$ cat src/rtl/vga_mono_scanout_if.sv
// Framebuffer read port plus monochrome video output bundle for vga_mono_scanout.
// master = scanout engine, slave = RAM/video environment.
interface vga_mono_scanout_if #(
  parameter int width   = 8,
  parameter int widthad = 15
);
  logic               enable;
  logic [widthad-1:0] base_addr;
  logic [widthad-1:0] address_b;
  logic [width-1:0]   q_b;
  logic               hsync;
  logic               vsync;
  logic               de;
  logic               pixel;
  logic               frame_start;

  modport master (
    input  enable, base_addr, q_b,
    output address_b, hsync, vsync, de, pixel, frame_start
  );

  modport slave (
    output enable, base_addr, q_b,
    input  address_b, hsync, vsync, de, pixel, frame_start
  );
endinterface

$ cat src/rtl/vga_mono_scanout.sv
// VGA timing + framebuffer read engine: fetches width-pixel words and serialises them
// to 1bpp pixels, with sync/de/frame_start delayed to match the 3-cycle data path.
module vga_mono_scanout #(
  parameter int width    = 8,
  parameter int widthad  = 15,
  parameter int H_ACTIVE = 640,
  parameter int H_FP     = 16,
  parameter int H_SYNC   = 96,
  parameter int H_BP     = 48,
  parameter int V_ACTIVE = 480,
  parameter int V_FP     = 10,
  parameter int V_SYNC   = 2,
  parameter int V_BP     = 33
) (
  input  logic                clk,
  input  logic                rst,
  vga_mono_scanout_if.master  bus
);

  localparam int H_TOT = H_ACTIVE + H_FP + H_SYNC + H_BP;
  localparam int V_TOT = V_ACTIVE + V_FP + V_SYNC + V_BP;
  localparam int HW    = $clog2(H_TOT);
  localparam int VW    = $clog2(V_TOT);

  localparam logic [HW-1:0] C_H_ACT    = HW'(H_ACTIVE);
  localparam logic [HW-1:0] C_HS_BEG   = HW'(H_ACTIVE + H_FP);
  localparam logic [HW-1:0] C_HS_END   = HW'(H_ACTIVE + H_FP + H_SYNC - 1);
  localparam logic [HW-1:0] C_H_LAST   = HW'(H_TOT - 1);
  localparam logic [HW-1:0] C_WIDTH    = HW'(width);
  localparam logic [VW-1:0] C_V_ACT    = VW'(V_ACTIVE);
  localparam logic [VW-1:0] C_VS_BEG   = VW'(V_ACTIVE + V_FP);
  localparam logic [VW-1:0] C_VS_END   = VW'(V_ACTIVE + V_FP + V_SYNC - 1);
  localparam logic [VW-1:0] C_V_LAST   = VW'(V_TOT - 1);
  localparam logic [widthad-1:0] C_LINE_STEP = widthad'(H_ACTIVE / width);

  typedef struct packed {
    logic act;
    logic hs;
    logic vs;
    logic fs;
    logic ld;
  } pipe_t;

  logic [HW-1:0]      r_h_cnt;
  logic [VW-1:0]      r_v_cnt;
  logic [widthad-1:0] r_line_base;
  logic [widthad-1:0] r_address_b;
  logic               r_en_f;
  pipe_t              r_p1, r_p2;
  logic [width-1:0]   r_shift;
  logic               r_hsync, r_vsync, r_de, r_pixel, r_frame_start;

  logic               w_act0, w_hs0, w_vs0, w_fs0, w_fetch0;
  logic [widthad-1:0] w_base0;
  logic [widthad-1:0] w_word0;
  logic [width-1:0]   w_src;

  always_comb begin
    w_act0   = (r_h_cnt < C_H_ACT) && (r_v_cnt < C_V_ACT);
    w_hs0    = (r_h_cnt >= C_HS_BEG) && (r_h_cnt <= C_HS_END);
    w_vs0    = (r_v_cnt >= C_VS_BEG) && (r_v_cnt <= C_VS_END);
    w_fs0    = (r_h_cnt == '0) && (r_v_cnt == '0);
    w_fetch0 = w_act0 && ((r_h_cnt % C_WIDTH) == '0);
    // Pixel (0,0) is fetched on the very edge that latches base_addr, so bypass the latch.
    w_base0  = w_fs0 ? bus.base_addr : r_line_base;
    w_word0  = widthad'(r_h_cnt / C_WIDTH);
    w_src    = r_p2.ld ? bus.q_b : {r_shift[width-2:0], 1'b0};
  end

  always_ff @(posedge clk or posedge rst) begin
    if (rst) begin
      r_h_cnt <= '0;
      r_v_cnt <= '0;
    end else if (r_h_cnt == C_H_LAST) begin
      r_h_cnt <= '0;
      r_v_cnt <= (r_v_cnt == C_V_LAST) ? '0 : r_v_cnt + 1'b1;
    end else begin
      r_h_cnt <= r_h_cnt + 1'b1;
    end
  end

  always_ff @(posedge clk or posedge rst) begin
    if (rst) begin
      r_en_f      <= 1'b0;
      r_line_base <= '0;
      r_address_b <= '0;
    end else begin
      if (w_fs0) begin
        r_en_f      <= bus.enable;
        r_line_base <= bus.base_addr;
      end else if ((r_h_cnt == C_H_LAST) && (r_v_cnt < C_V_ACT)) begin
        r_line_base <= r_line_base + C_LINE_STEP;
      end
      if (w_fetch0) r_address_b <= w_base0 + w_word0;
    end
  end

  always_ff @(posedge clk or posedge rst) begin
    if (rst) begin
      r_p1          <= '0;
      r_p2          <= '0;
      r_shift       <= '0;
      r_hsync       <= 1'b1;
      r_vsync       <= 1'b1;
      r_de          <= 1'b0;
      r_pixel       <= 1'b0;
      r_frame_start <= 1'b0;
    end else begin
      r_p1          <= '{act: w_act0, hs: w_hs0, vs: w_vs0, fs: w_fs0, ld: w_fetch0};
      r_p2          <= r_p1;
      r_shift       <= w_src;
      r_hsync       <= ~r_p2.hs;
      r_vsync       <= ~r_p2.vs;
      r_de          <= r_p2.act;
      r_pixel       <= r_p2.act & r_en_f & w_src[width-1];
      r_frame_start <= r_p2.fs;
    end
  end

  assign bus.address_b   = r_address_b;
  assign bus.hsync       = r_hsync;
  assign bus.vsync       = r_vsync;
  assign bus.de          = r_de;
  assign bus.pixel       = r_pixel;
  assign bus.frame_start = r_frame_start;

endmodule

$ cat src/flat_wrapper.sv
// flat-port wrapper written by rule: the top's interface ports become plain ports
module vga_mono_scanout_flat 
#(
  parameter int width    = 8,
  parameter int widthad  = 15,
  parameter int H_ACTIVE = 640,
  parameter int H_FP     = 16,
  parameter int H_SYNC   = 96,
  parameter int H_BP     = 48,
  parameter int V_ACTIVE = 480,
  parameter int V_FP     = 10,
  parameter int V_SYNC   = 2,
  parameter int V_BP     = 33
)
  (clk, rst, bus_enable, bus_base_addr, bus_q_b, bus_address_b, bus_hsync, bus_vsync, bus_de, bus_pixel, bus_frame_start);
  vga_mono_scanout_if #(.width(width), .widthad(widthad)) bus_i ();
  input  logic clk;
  input  logic rst;
  input wire logic [$bits(bus_i.enable)-1:0] bus_enable;
  input wire logic [$bits(bus_i.base_addr)-1:0] bus_base_addr;
  input wire logic [$bits(bus_i.q_b)-1:0] bus_q_b;
  output wire logic [$bits(bus_i.address_b)-1:0] bus_address_b;
  output wire logic [$bits(bus_i.hsync)-1:0] bus_hsync;
  output wire logic [$bits(bus_i.vsync)-1:0] bus_vsync;
  output wire logic [$bits(bus_i.de)-1:0] bus_de;
  output wire logic [$bits(bus_i.pixel)-1:0] bus_pixel;
  output wire logic [$bits(bus_i.frame_start)-1:0] bus_frame_start;
  assign bus_i.enable = bus_enable;
  assign bus_i.base_addr = bus_base_addr;
  assign bus_i.q_b = bus_q_b;
  assign bus_address_b = bus_i.address_b;
  assign bus_hsync = bus_i.hsync;
  assign bus_vsync = bus_i.vsync;
  assign bus_de = bus_i.de;
  assign bus_pixel = bus_i.pixel;
  assign bus_frame_start = bus_i.frame_start;
  vga_mono_scanout #(.width(width), .widthad(widthad), .H_ACTIVE(H_ACTIVE), .H_FP(H_FP), .H_SYNC(H_SYNC), .H_BP(H_BP), .V_ACTIVE(V_ACTIVE), .V_FP(V_FP), .V_SYNC(V_SYNC), .V_BP(V_BP)) u_core (.clk(clk), .rst(rst), .bus(bus_i));
endmodule
$ cat config.mk
export PLATFORM = sky130hd
export DESIGN_NAME = vga_mono_scanout_flat
export DESIGN_NICKNAME = d
export VERILOG_FILES = /design/src/rtl/vga_mono_scanout_if.sv /design/src/rtl/vga_mono_scanout.sv /design/src/flat_wrapper.sv
export SDC_FILE = /design/constraint.sdc
export NUM_CORES = 1
export LEC_CHECK = 0
export CAP_MARGIN = 15
export CORE_ASPECT_RATIO = 0.6
export CORE_MARGIN = 2
export CORE_UTILIZATION = 45
export CTS_BUF_LIST = sky130_fd_sc_hd__clkbuf_4
export CTS_CLUSTER_SIZE = 24
export DETAILED_ROUTE_END_ITERATION = 8
export PLACE_DENSITY = 0.78
export SLEW_MARGIN = 20
export SYNTH_ARGS = -nofsm -noshare
export SYNTH_HDL_FRONTEND = slang
export SYNTH_SLANG_ARGS = --single-unit
$ cat constraint.sdc
create_clock -name clk -period 3.65 [get_ports clk]
set_input_delay 0.73 -clock clk [delete_from_list [all_inputs] [get_ports clk]]
set_output_delay 0.73 -clock clk [all_outputs]
set_load 0.005 [all_outputs]
# After elaboration in Yosys (flattened, before gate mapping)
# Index checks and enable logic that the tools add are counted.
[word_totals]
ff_bits = 73
latchBits = 0
ram_bits = 0
romBits = 0
in_bits = 26
out_inout_bits = 20
word_cells = 53
mem_count = 0
[op_classes]
addsub = 4
multipliers = 0
n_div = 0
magnitude_cmp = 6
n_eq_ne = 2
n_shift = 0
muxes = 6
bitwise = 4
n_reduce_logical = 10
[ops]
columns = ["operator", "count"]
rows = [
  ["two-way mux 15 bit", 3],
  ["zero test 10 bit", 3],
  ["adder 10 x 1 -> 10 bit (second input constant)", 2],
  ["equality test 10 bit (second input constant)", 2],
  ["two-way mux 10 bit", 2],
  ["adder 15 x 7 -> 15 bit", 1],
  ["adder 15 x 7 -> 15 bit (second input constant)", 1],
  [">= comparator 10 bit (second input constant)", 1],
  [">= comparator 10 x 9 -> 1 bit (second input constant)", 1],
  ["less-or-equal comparator 10 bit (second input constant)", 1],
  ["less-or-equal comparator 10 x 9 -> 1 bit (second input constant)", 1],
  ["less-than comparator 10 bit (second input constant)", 1],
  ["less-than comparator 10 x 9 -> 1 bit (second input constant)", 1],
  ["two-way mux 8 bit", 1],
  ["logical AND 1 bit", 6],
  ["AND 1 bit", 2],
  ["inverter 1 bit", 2],
  ["nonzero test 2 bit", 1],
]

# Logic depth before layout (Yosys ltp)
# Gate-level depths: netlist (run 1).
[depth]
word_depth = 4
mapped_depth = 17
ltp_nobuf = 15

# Least setup slack after synthesis (run 1)
# No wires, ideal clock.
[synth_timing]
path_type = "register -> register"
startpoint = "register u_core.r_h_cnt[5]"
endpoint = "register u_core.r_address_b[10] (netlist: u_core.bus.address_b[10])"
setup_time_ns = 0.125
t_arrival_ns = 3.433
setup_slack_ns = 0.093
path_stages_with_launch = 17
path_cell_list = "dfrtp_1 -> or3_1 -> buf_2 -> and4b_1 -> clkbuf_1 -> nand2_1 -> clkbuf_1 -> nand2_1 -> nand2_1 -> ha_1 -> fa_1 -> a211oi_1 -> o21bai_1 -> nand2_1 -> o21ba_2 -> xnor2_1 -> mux2_2"
[synth_via]
elab_chain_len = 4
[synth_rtl]
columns = ["element", "line_no", "rtl"]
rows = [
  ["start: declaration", "vga_mono_scanout.sv:44", "logic [HW-1:0] r_h_cnt;"],
  ["start signal: assignment", "vga_mono_scanout.sv:78", "r_h_cnt <= r_h_cnt + 1'b1;"],
  ["zero test 10 bit", "vga_mono_scanout.sv:62", "w_fs0 = (r_h_cnt == '0) && (r_v_cnt == '0);"],
  ["logical AND 1 bit", "vga_mono_scanout.sv:62", ""],
  ["two-way mux 15 bit", "vga_mono_scanout.sv:65", "w_base0 = w_fs0 ? bus.base_addr : r_line_base;"],
  ["adder 15 x 7 -> 15 bit", "vga_mono_scanout.sv:94", "if (w_fetch0) r_address_b <= w_base0 + w_word0;"],
  ["end signal: assignment", "vga_mono_scanout.sv:94", ""],
  ["end: declaration", "vga_mono_scanout.sv:47", "logic [widthad-1:0] r_address_b;"],
]
# Several ways; a longest one is shown, not always the timed one.
# A chain may end at the register's enable or synchronous reset.

# Worst setup path in the final report (run 1)
[layout_timing]
startpoint = "register u_core.r_h_cnt[5]"
endpoint = "register u_core.r_address_b[11] (netlist: u_core.bus.address_b[11])"
# Same word-level chain as after synthesis.

==> metrics.cfg, run 1 <==
[detailed_routing]
vias = 3002
wl_microns = 8560
routedWlPerCell_microns = 15.5
detailedRoute.firstIterationViolations = 255
route.detailed.drc = 0
vias_per_cell = 5.45
drt_first_pass_iters = 5
ant_nets = 0

[synthesis]
synthesis.area_per_instance_sq_um = 9.74
synthDistinctLibCells = 50
synth-warning-count = 0
syn-cell-area_sq_um = 3710
yosys.area.top_type = sky130_fd_sc_hd__dfrtp_1
yosys-top-cells-count = 71 x sky130_fd_sc_hd__dfrtp_1, 63 x sky130_fd_sc_hd__nand2_1, 29 x sky130_fd_sc_hd__nor2_1, 25 x sky130_fd_sc_hd__o21ai_0
synth.net_count = 421
yosysMostFrequentCell = sky130_fd_sc_hd__dfrtp_1
ys_ff_latch = 73
synth_edf_count = 0
post_synth_inst_count = 381
synthDominantCellAreaShare_pct = 47.9
synthFlopType = sky130_fd_sc_hd__dfrtp_1
asyncSetResetFlopFracSynth_pct = 100
synth_sequential_area_ratio_pct = 49.3
synth_area_leaders = sky130_fd_sc_hd__dfrtp_1 48%, sky130_fd_sc_hd__nand2_1 6.4%, sky130_fd_sc_hd__xnor2_1 4.7%, sky130_fd_sc_hd__ha_1 4.4%, sky130_fd_sc_hd__o21ai_0 3.4%

[setup_path]
criticalPathCategory = flip-flop to flip-flop
setup.worst_path.start_class = flip-flop
critical_path_fanout_max = 15
worst_ep_required_time_ps = 3990
critPathCaptureType = flip-flop
regToRegSetupSlack_ps = 240
crit_arrival_ps = 3750

[clock_network]
clock_sink_count = 73
cts_hold_buf = 0
clk_pin_slew_worst_paths_ps = 130
cts_tree = yes
clock-root-buffer = sky130_fd_sc_hd__clkbuf_4
cts_buffers = 9
number_of_h_tree_levels = 3
worstSkewPairLatency_ps = 440
max-clock-path-buffers = 2

[timing]
finalMaxSlewViolations = 0
worst_clock_skew_ps = 19.1
setup_violations = 0
layout_worst_path_cycle_share_pct = 93.4
hold_viol_final = 0
unrepaired_setup_endpoints_after_global_routing = no
timing.final.crit_period_ps = 3410
setup_total_negative_slack_ps = 0
clock.fmax_ghz = 0.293
worst_pin_slew_ps = 534
slew_headroom_pct = 64.0

[power]
net-switching-power_uw = 382
power.total_uw = 1430
switching_part_of_the_total_power_pct = 26.8
power.static_leakage_uw = 0.00198
power.share.clock_pct = 30.7
p_comb_share_pct = 10.0
seqPwrFrac_pct = 59.3
intPower_uw = 1040
ir_worst_vdd_mv = 0.190
power_density_nw_per_um2 = 318

[die]
io-pin-count = 46
effective_utilization_at_floorplan_pct = 46.7
die-area_sq_um = 9020
fp.dieH_microns = 74.4
placementRows = 25
design.core.area_sq_um = 7950
die_x_microns = 121

[place]
gpl.final_weighted_congestion = 0.927
dpl.hpwl_microns = 6350
place.detailed.instances = 533
portBuffers = 45

[final_layout]
layout-drive-gt1-share_pct = 13.5
area.growth.synth_to_final_pct = 20.9
layout.nets = 478
antenna_cells_inserted = 0
instances_no_fill = 551

[run]
drv_cap = 0

[global_routing]
globalRouteOverflowTotal = 0
grt_pass1_vias = 2832
largest_net_degree_at_the_start_of_global_routing = 29
grt_first_pass_wirelength_microns = 13900
antenna_found_initial = 0
global_route.usage.total_pct = 20.5

[min_path]
hold_path_class = flip-flop to flip-flop

[status]
outcome = completed

final timing paths:
kind                                         from                       end  depth (start not counted)
worst max-delay path            u_core.r_h_cnt[5]  u_core.bus.address_b[11]                         13
worst min-delay path               u_core.r_p2[1]    u_core.bus.frame_start                          0
worst max register to register  u_core.r_h_cnt[5]  u_core.bus.address_b[11]                         13
worst min register to register     u_core.r_p2[1]    u_core.bus.frame_start                          0
max in group asynchronous                     rst    u_core.r_line_base[11]                          3
min in group asynchronous                     rst            u_core.r_p2[4]                          2
per-layer routing:
| layer | vias to the layer above | track usage (%) | share of wire [%] |
|---|---|---|---|
| met3 | 14 | 6.37 | 8.3 |
| met4 | 0 | 7.02 | 1.5 |
| met2 | 128 | 29.3 | 42 |
| met1 | 1424 | 29.7 | 49 |
| met5 | - | 0 | 0 |
| li1 | 1436 | - | - |
cells in the final DEF, fill, tap and decap left out, drive strengths merged, types with 10 or more instances in the layout:
master / n
a21oi: 20
buf: 14
clkdlybuf4s50: 45
dfrtp: 71
ha: 13
inv: 14
mux2: 10
nand2: 63
nand3: 16
nor2: 29
o21ai: 26
xnor2: 20
through the flow:
stage | setup slack (ps) | hold slack (ps) | instance area [sq um] | utilization [%]
global placement | 233 | 333 | 4330 | 54.5
CTS | 72.1 | 350 | 4440 | 55.9
finish | 240 | 351 | 4490 | 56.5
detailed placement | 128 | 335 | 4330 | 54.5
global route | 43.3 | 373 | 4490 | 56.5
floorplan | 92.6 | 331 | 3710 | -
cell families (layout without fill, tap and decap cells):
logic type	Yosys count	count (layout)	share of synthesized area, %
flops	73	73	49.3
buf+inv	26	88	2.90
xor+xnor	29	29	6.84
mux	17	17	4.92
fa+ha+maj	14	14	4.92
compound gates	68	68	10.9
simple gates	154	154	20.3
area by class of cell:
cell class,count,area (sq um)
Clock buffer,9,67.6
Clock inverter,7,46.3
Fill cell,711,3460
Inverter,13,48.8
Multi-Input combinational cell,282,1800
Sequential cell,73,1830
Tap cell,108,135
Timing Repair Buffer,59,559
registers in the layout, indices dropped and copies added (netlist names):
signal,cells
u_core.r_shift,7
u_core.r_en_f,1
u_core.bus.de,1
u_core.r_v_cnt,10
u_core.bus.frame_start,1
u_core.r_p1,5
u_core.bus.hsync,1
u_core.r_p2,5
u_core.bus.vsync,1
u_core.r_h_cnt,10
u_core.bus.pixel,1
u_core.r_line_base,15
u_core.bus.address_b,15
power by group through the flow:
stage               Clock [uW]  Combinational, uW  Sequential, uW
finish                     438                142             845
global route               493                158             848
CTS                        458                142             845
detailed placement           0                141             860
global placement             0                139             860
floorplan                    0               64.7             859
repair_timing:
item	in CTS	in global routing
setup buffers	0	2
resized for setup	0	11
endpoints found under the hold margin	0	0
setup endpoints to repair	0	7
worst max-delay path, stage by stage, from the launching register on:
cell                       delay [ps]
sky130_fd_sc_hd__dfrtp_2          470
sky130_fd_sc_hd__or3_4            440
sky130_fd_sc_hd__nand4b_1         270
sky130_fd_sc_hd__nor2_1           180
sky130_fd_sc_hd__buf_6            210
sky130_fd_sc_hd__nand2_1           90
sky130_fd_sc_hd__nand2_1           80
sky130_fd_sc_hd__ha_1             170
sky130_fd_sc_hd__a21o_1           120
sky130_fd_sc_hd__a21oi_1          100
sky130_fd_sc_hd__o21ai_0          190
sky130_fd_sc_hd__o211ai_1         260
sky130_fd_sc_hd__or2_2            400
sky130_fd_sc_hd__o311ai_1         310
Note: power is estimated with default switching activity, not from simulation.
==> run 2: changes to the inputs <==
ABC_AREA = 1   (was default)
==> metrics.cfg, run 2 <==
[timing]
hold_viol_final = 0
timing.final.crit_period_ps = 3150
clock.fmax_ghz = 0.317
setup_violations = 0
finalMaxSlewViolations = 0
setup_total_negative_slack_ps = 0
worst_pin_slew_ps = 684
layout_worst_path_cycle_share_pct = 86.3
slew_headroom_pct = 54.3
worst_clock_skew_ps = 21.9
unrepaired_setup_endpoints_after_global_routing = no

[global_routing]
largest_net_degree_at_the_start_of_global_routing = 28
antenna_found_initial = 0
grt_pass1_vias = 3308
global_route.usage.total_pct = 20.9
globalRouteOverflowTotal = 0
grt_first_pass_wirelength_microns = 15900

[die]
effective_utilization_at_floorplan_pct = 46.3
die-area_sq_um = 9560
io-pin-count = 46
die_x_microns = 125
placementRows = 26
fp.dieH_microns = 76.6
design.core.area_sq_um = 8520

[power]
ir_worst_vdd_mv = 0.143
power_density_nw_per_um2 = 318
power.total_uw = 1480
power.static_leakage_uw = 0.00225

[detailed_routing]
ant_nets = 0
vias = 3477
detailedRoute.firstIterationViolations = 410
route.detailed.drc = 0
drt_first_pass_iters = 6
routedWlPerCell_microns = 14.3
vias_per_cell = 5.24
wl_microns = 9460

[setup_path]
crit_end = u_core.bus.address_b[10]
cp_num_buf_inv = 3
critical_path_depth = 21
critical_path.slowest_cell = sky130_fd_sc_hd__dfrtp_1
worst_ep_required_time_ps = 4020
crit_path_max_incr_delay_ps = 430
crit-reg2reg-launch = u_core.r_h_cnt[0]
critical_path.cell_chain = inv_1 > ha_1 > inv_1 > nor2_1 > nand2_1 > nor2_4 > nand3_4 > inv_1 > nand2_1 > nand2_1 > ha_1 > fa_1 > nand4_1 > nand3_1 > nand2_1 > nand2_1 > nand2_2 > nor2_4 > a21oi_1 > o21ai_1 > nand2_1
critical_path_fanout_max = 19
cp-startpoint = u_core.r_h_cnt[0]
setup.worst_path.start_class = flip-flop
worst_r2r_endpoint = u_core.bus.address_b[10]
crit_arrival_ps = 3520
critPathCaptureType = flip-flop
critical_path.most_common_cell = sky130_fd_sc_hd__nand2_1
crit_family = simple AND/OR/NAND/NOR gates
reg2regPathDepth = 21
criticalPathCategory = flip-flop to flip-flop
regToRegSetupSlack_ps = 500

[final_layout]
layout.cells.most_common_list = 147 x sky130_fd_sc_hd__nand2_1, 71 x sky130_fd_sc_hd__dfrtp_1, 60 x sky130_fd_sc_hd__inv_1, 45 x sky130_fd_sc_hd__clkdlybuf4s50_1, 39 x sky130_fd_sc_hd__nor2_1
fillCellCount = 786
layout.nets = 586
layout-drive-gt1-share_pct = 8.89
antenna_cells_inserted = 0
final_common_cell = sky130_fd_sc_hd__nand2_1
final_area_sq_um = 4660
final_core_util_pct = 54.7
area.growth.synth_to_final_pct = 18.0

[run]
drv_cap = 0

[clock_network]
cts_tree = yes
clock_sink_count = 73
worstSkewPairLatency_ps = 470
clock-root-buffer = sky130_fd_sc_hd__clkbuf_4
clk_pin_slew_worst_paths_ps = 140
cts_buffers = 9
number_of_h_tree_levels = 3
max-clock-path-buffers = 2

[synthesis]
syn-cell-area_sq_um = 3950
synth_edf_count = 0
asyncSetResetFlopFracSynth_pct = 100
synth.net_count = 534
synthDominantCellAreaShare_pct = 45.0
synthFlopType = sky130_fd_sc_hd__dfrtp_1
synth_sequential_area_ratio_pct = 46.3
yosysMostFrequentCell = sky130_fd_sc_hd__nand2_1
synth_area_leaders = sky130_fd_sc_hd__dfrtp_1 45%, sky130_fd_sc_hd__nand2_1 14%, sky130_fd_sc_hd__inv_1 5.8%, sky130_fd_sc_hd__ha_1 4.1%, sky130_fd_sc_hd__nor2_1 3.7%
post_synth_inst_count = 494
synth-warning-count = 0
synthesis.area_per_instance_sq_um = 7.99
yosys.area.top_type = sky130_fd_sc_hd__dfrtp_1
yosys-top-cells-count = 147 x sky130_fd_sc_hd__nand2_1, 71 x sky130_fd_sc_hd__dfrtp_1, 61 x sky130_fd_sc_hd__inv_1, 39 x sky130_fd_sc_hd__nor2_1, 28 x sky130_fd_sc_hd__o21ai_0
ys_ff_latch = 73
synthDistinctLibCells = 39

[status]
outcome = completed

[place]
dpl.hpwl_microns = 7250
gpl.final_weighted_congestion = 0.972
portBuffers = 45
post_dp_cell_area_sq_um = 4520

[min_path]
hold_path_class = flip-flop to flip-flop

-- run 2: cell types whose count changed in the layout (fill, tap and decap cells not counted), sizes merged, moves of 5 or more --
| cell | previous run | this run |
|---|---|---|
| nand3 | 16 | 22 |
| nor2 | 29 | 49 |
| nand2 | 63 | 153 |
| inv | 14 | 69 |
| mux2 | 10 | 0 |
| o21ai | 26 | 34 |
| a31oi | 1 | 6 |
| buf | 14 | 2 |
| and3 | 8 | 0 |
| mux2i | 7 | 0 |
| xnor2 | 20 | 3 |
| nand4 | 4 | 17 |
-- run 2: where the power goes --
group	leakage [uW]	internal, uW	switching (uW)
logic	0.00128	73.5	77.2
clock network	0.0000655	152	332
registers	0.000904	830	14.8
-- run 2: timing repair --
item	4_1_cts	5_1_grt
hold buffers	0	0
setup buffers	0	0
resized for setup	0	1
endpoints found under the setup margin	0	2
-- run 2: layout make-up --
type                       count  area (sq um)  area share, %
tap                          112           140           3.01
timing repair buffer          47           465           9.99
clock inverter                 7          61.3           1.32
multi-input combinational    350          1850           39.7
inverter                      65           244           5.24
clock buffer                   9          67.6           1.45
sequential                    73          1830           39.3
-- run 2: how the worst min path moves through the flow --
stage | from | to | slack (ps) | cells after the start
floorplan | u_core.r_p2[1] | u_core.bus.frame_start | 330 | 0
finish | u_core.r_p1[4] | u_core.r_p2[4] | 340 | 0
global route | u_core.r_p1[4] | u_core.r_p2[4] | 360 | 0
detailed placement | u_core.r_p1[4] | u_core.r_p2[4] | 330 | 0
global placement | u_core.r_p1[3] | u_core.r_p2[3] | 330 | 0
CTS | u_core.r_p1[4] | u_core.r_p2[4] | 350 | 0
-- run 2: kinds of logic after synthesis --
| family | after synthesis | synth area share, % |
|---|---|---|
| AND/OR/NAND/NOR | 253 | 29.3 |
| adder cells (fa/ha/maj) | 14 | 4.63 |
| buffers and inverters | 71 | 6.97 |
| XOR/XNOR | 11 | 2.44 |
| flip-flops | 73 | 46.3 |
| AO/OA/AOI/OAI | 72 | 10.3 |
-- run 2: through the flow --
| stage | hold WS, ps | setup WS, ps | std cells |
|---|---|---|---|
| 5_1_grt | 358 | 178 | 663 |
| 3_5_place_dp | 335 | 400 | 647 |
| 4_1_cts | 352 | 391 | 663 |
| 2_1_floorplan | 331 | 826 | 494 |
| 3_3_place_gp | 331 | 565 | 647 |
| 6_report | 344 | 499 | 663 |
-- run 2: worst register-to-register path, stage by stage, from the launching register on --
cell                      delay (ps)
sky130_fd_sc_hd__dfrtp_1         430
sky130_fd_sc_hd__inv_1            80
sky130_fd_sc_hd__ha_1            200
sky130_fd_sc_hd__inv_1            50
sky130_fd_sc_hd__nor2_1          140
sky130_fd_sc_hd__nand2_1         110
sky130_fd_sc_hd__nor2_4          160
sky130_fd_sc_hd__nand3_4         230
sky130_fd_sc_hd__inv_1           250
sky130_fd_sc_hd__nand2_1         100
sky130_fd_sc_hd__nand2_1          70
sky130_fd_sc_hd__ha_1            180
sky130_fd_sc_hd__fa_1            250
sky130_fd_sc_hd__nand4_1         110
sky130_fd_sc_hd__nand3_1          90
sky130_fd_sc_hd__nand2_1          70
sky130_fd_sc_hd__nand2_1          80
sky130_fd_sc_hd__nand2_2          80
sky130_fd_sc_hd__nor2_4          170
sky130_fd_sc_hd__a21oi_1          80
sky130_fd_sc_hd__o21ai_1         100
sky130_fd_sc_hd__nand2_1          60
-- run 2: per-layer routing --
metal  GRT usage [%]  routed length [microns]
met2            29.5                     3850
met1            30.2                     4590
met5               0                        0
met4            4.89                      118
met3            8.43                      898
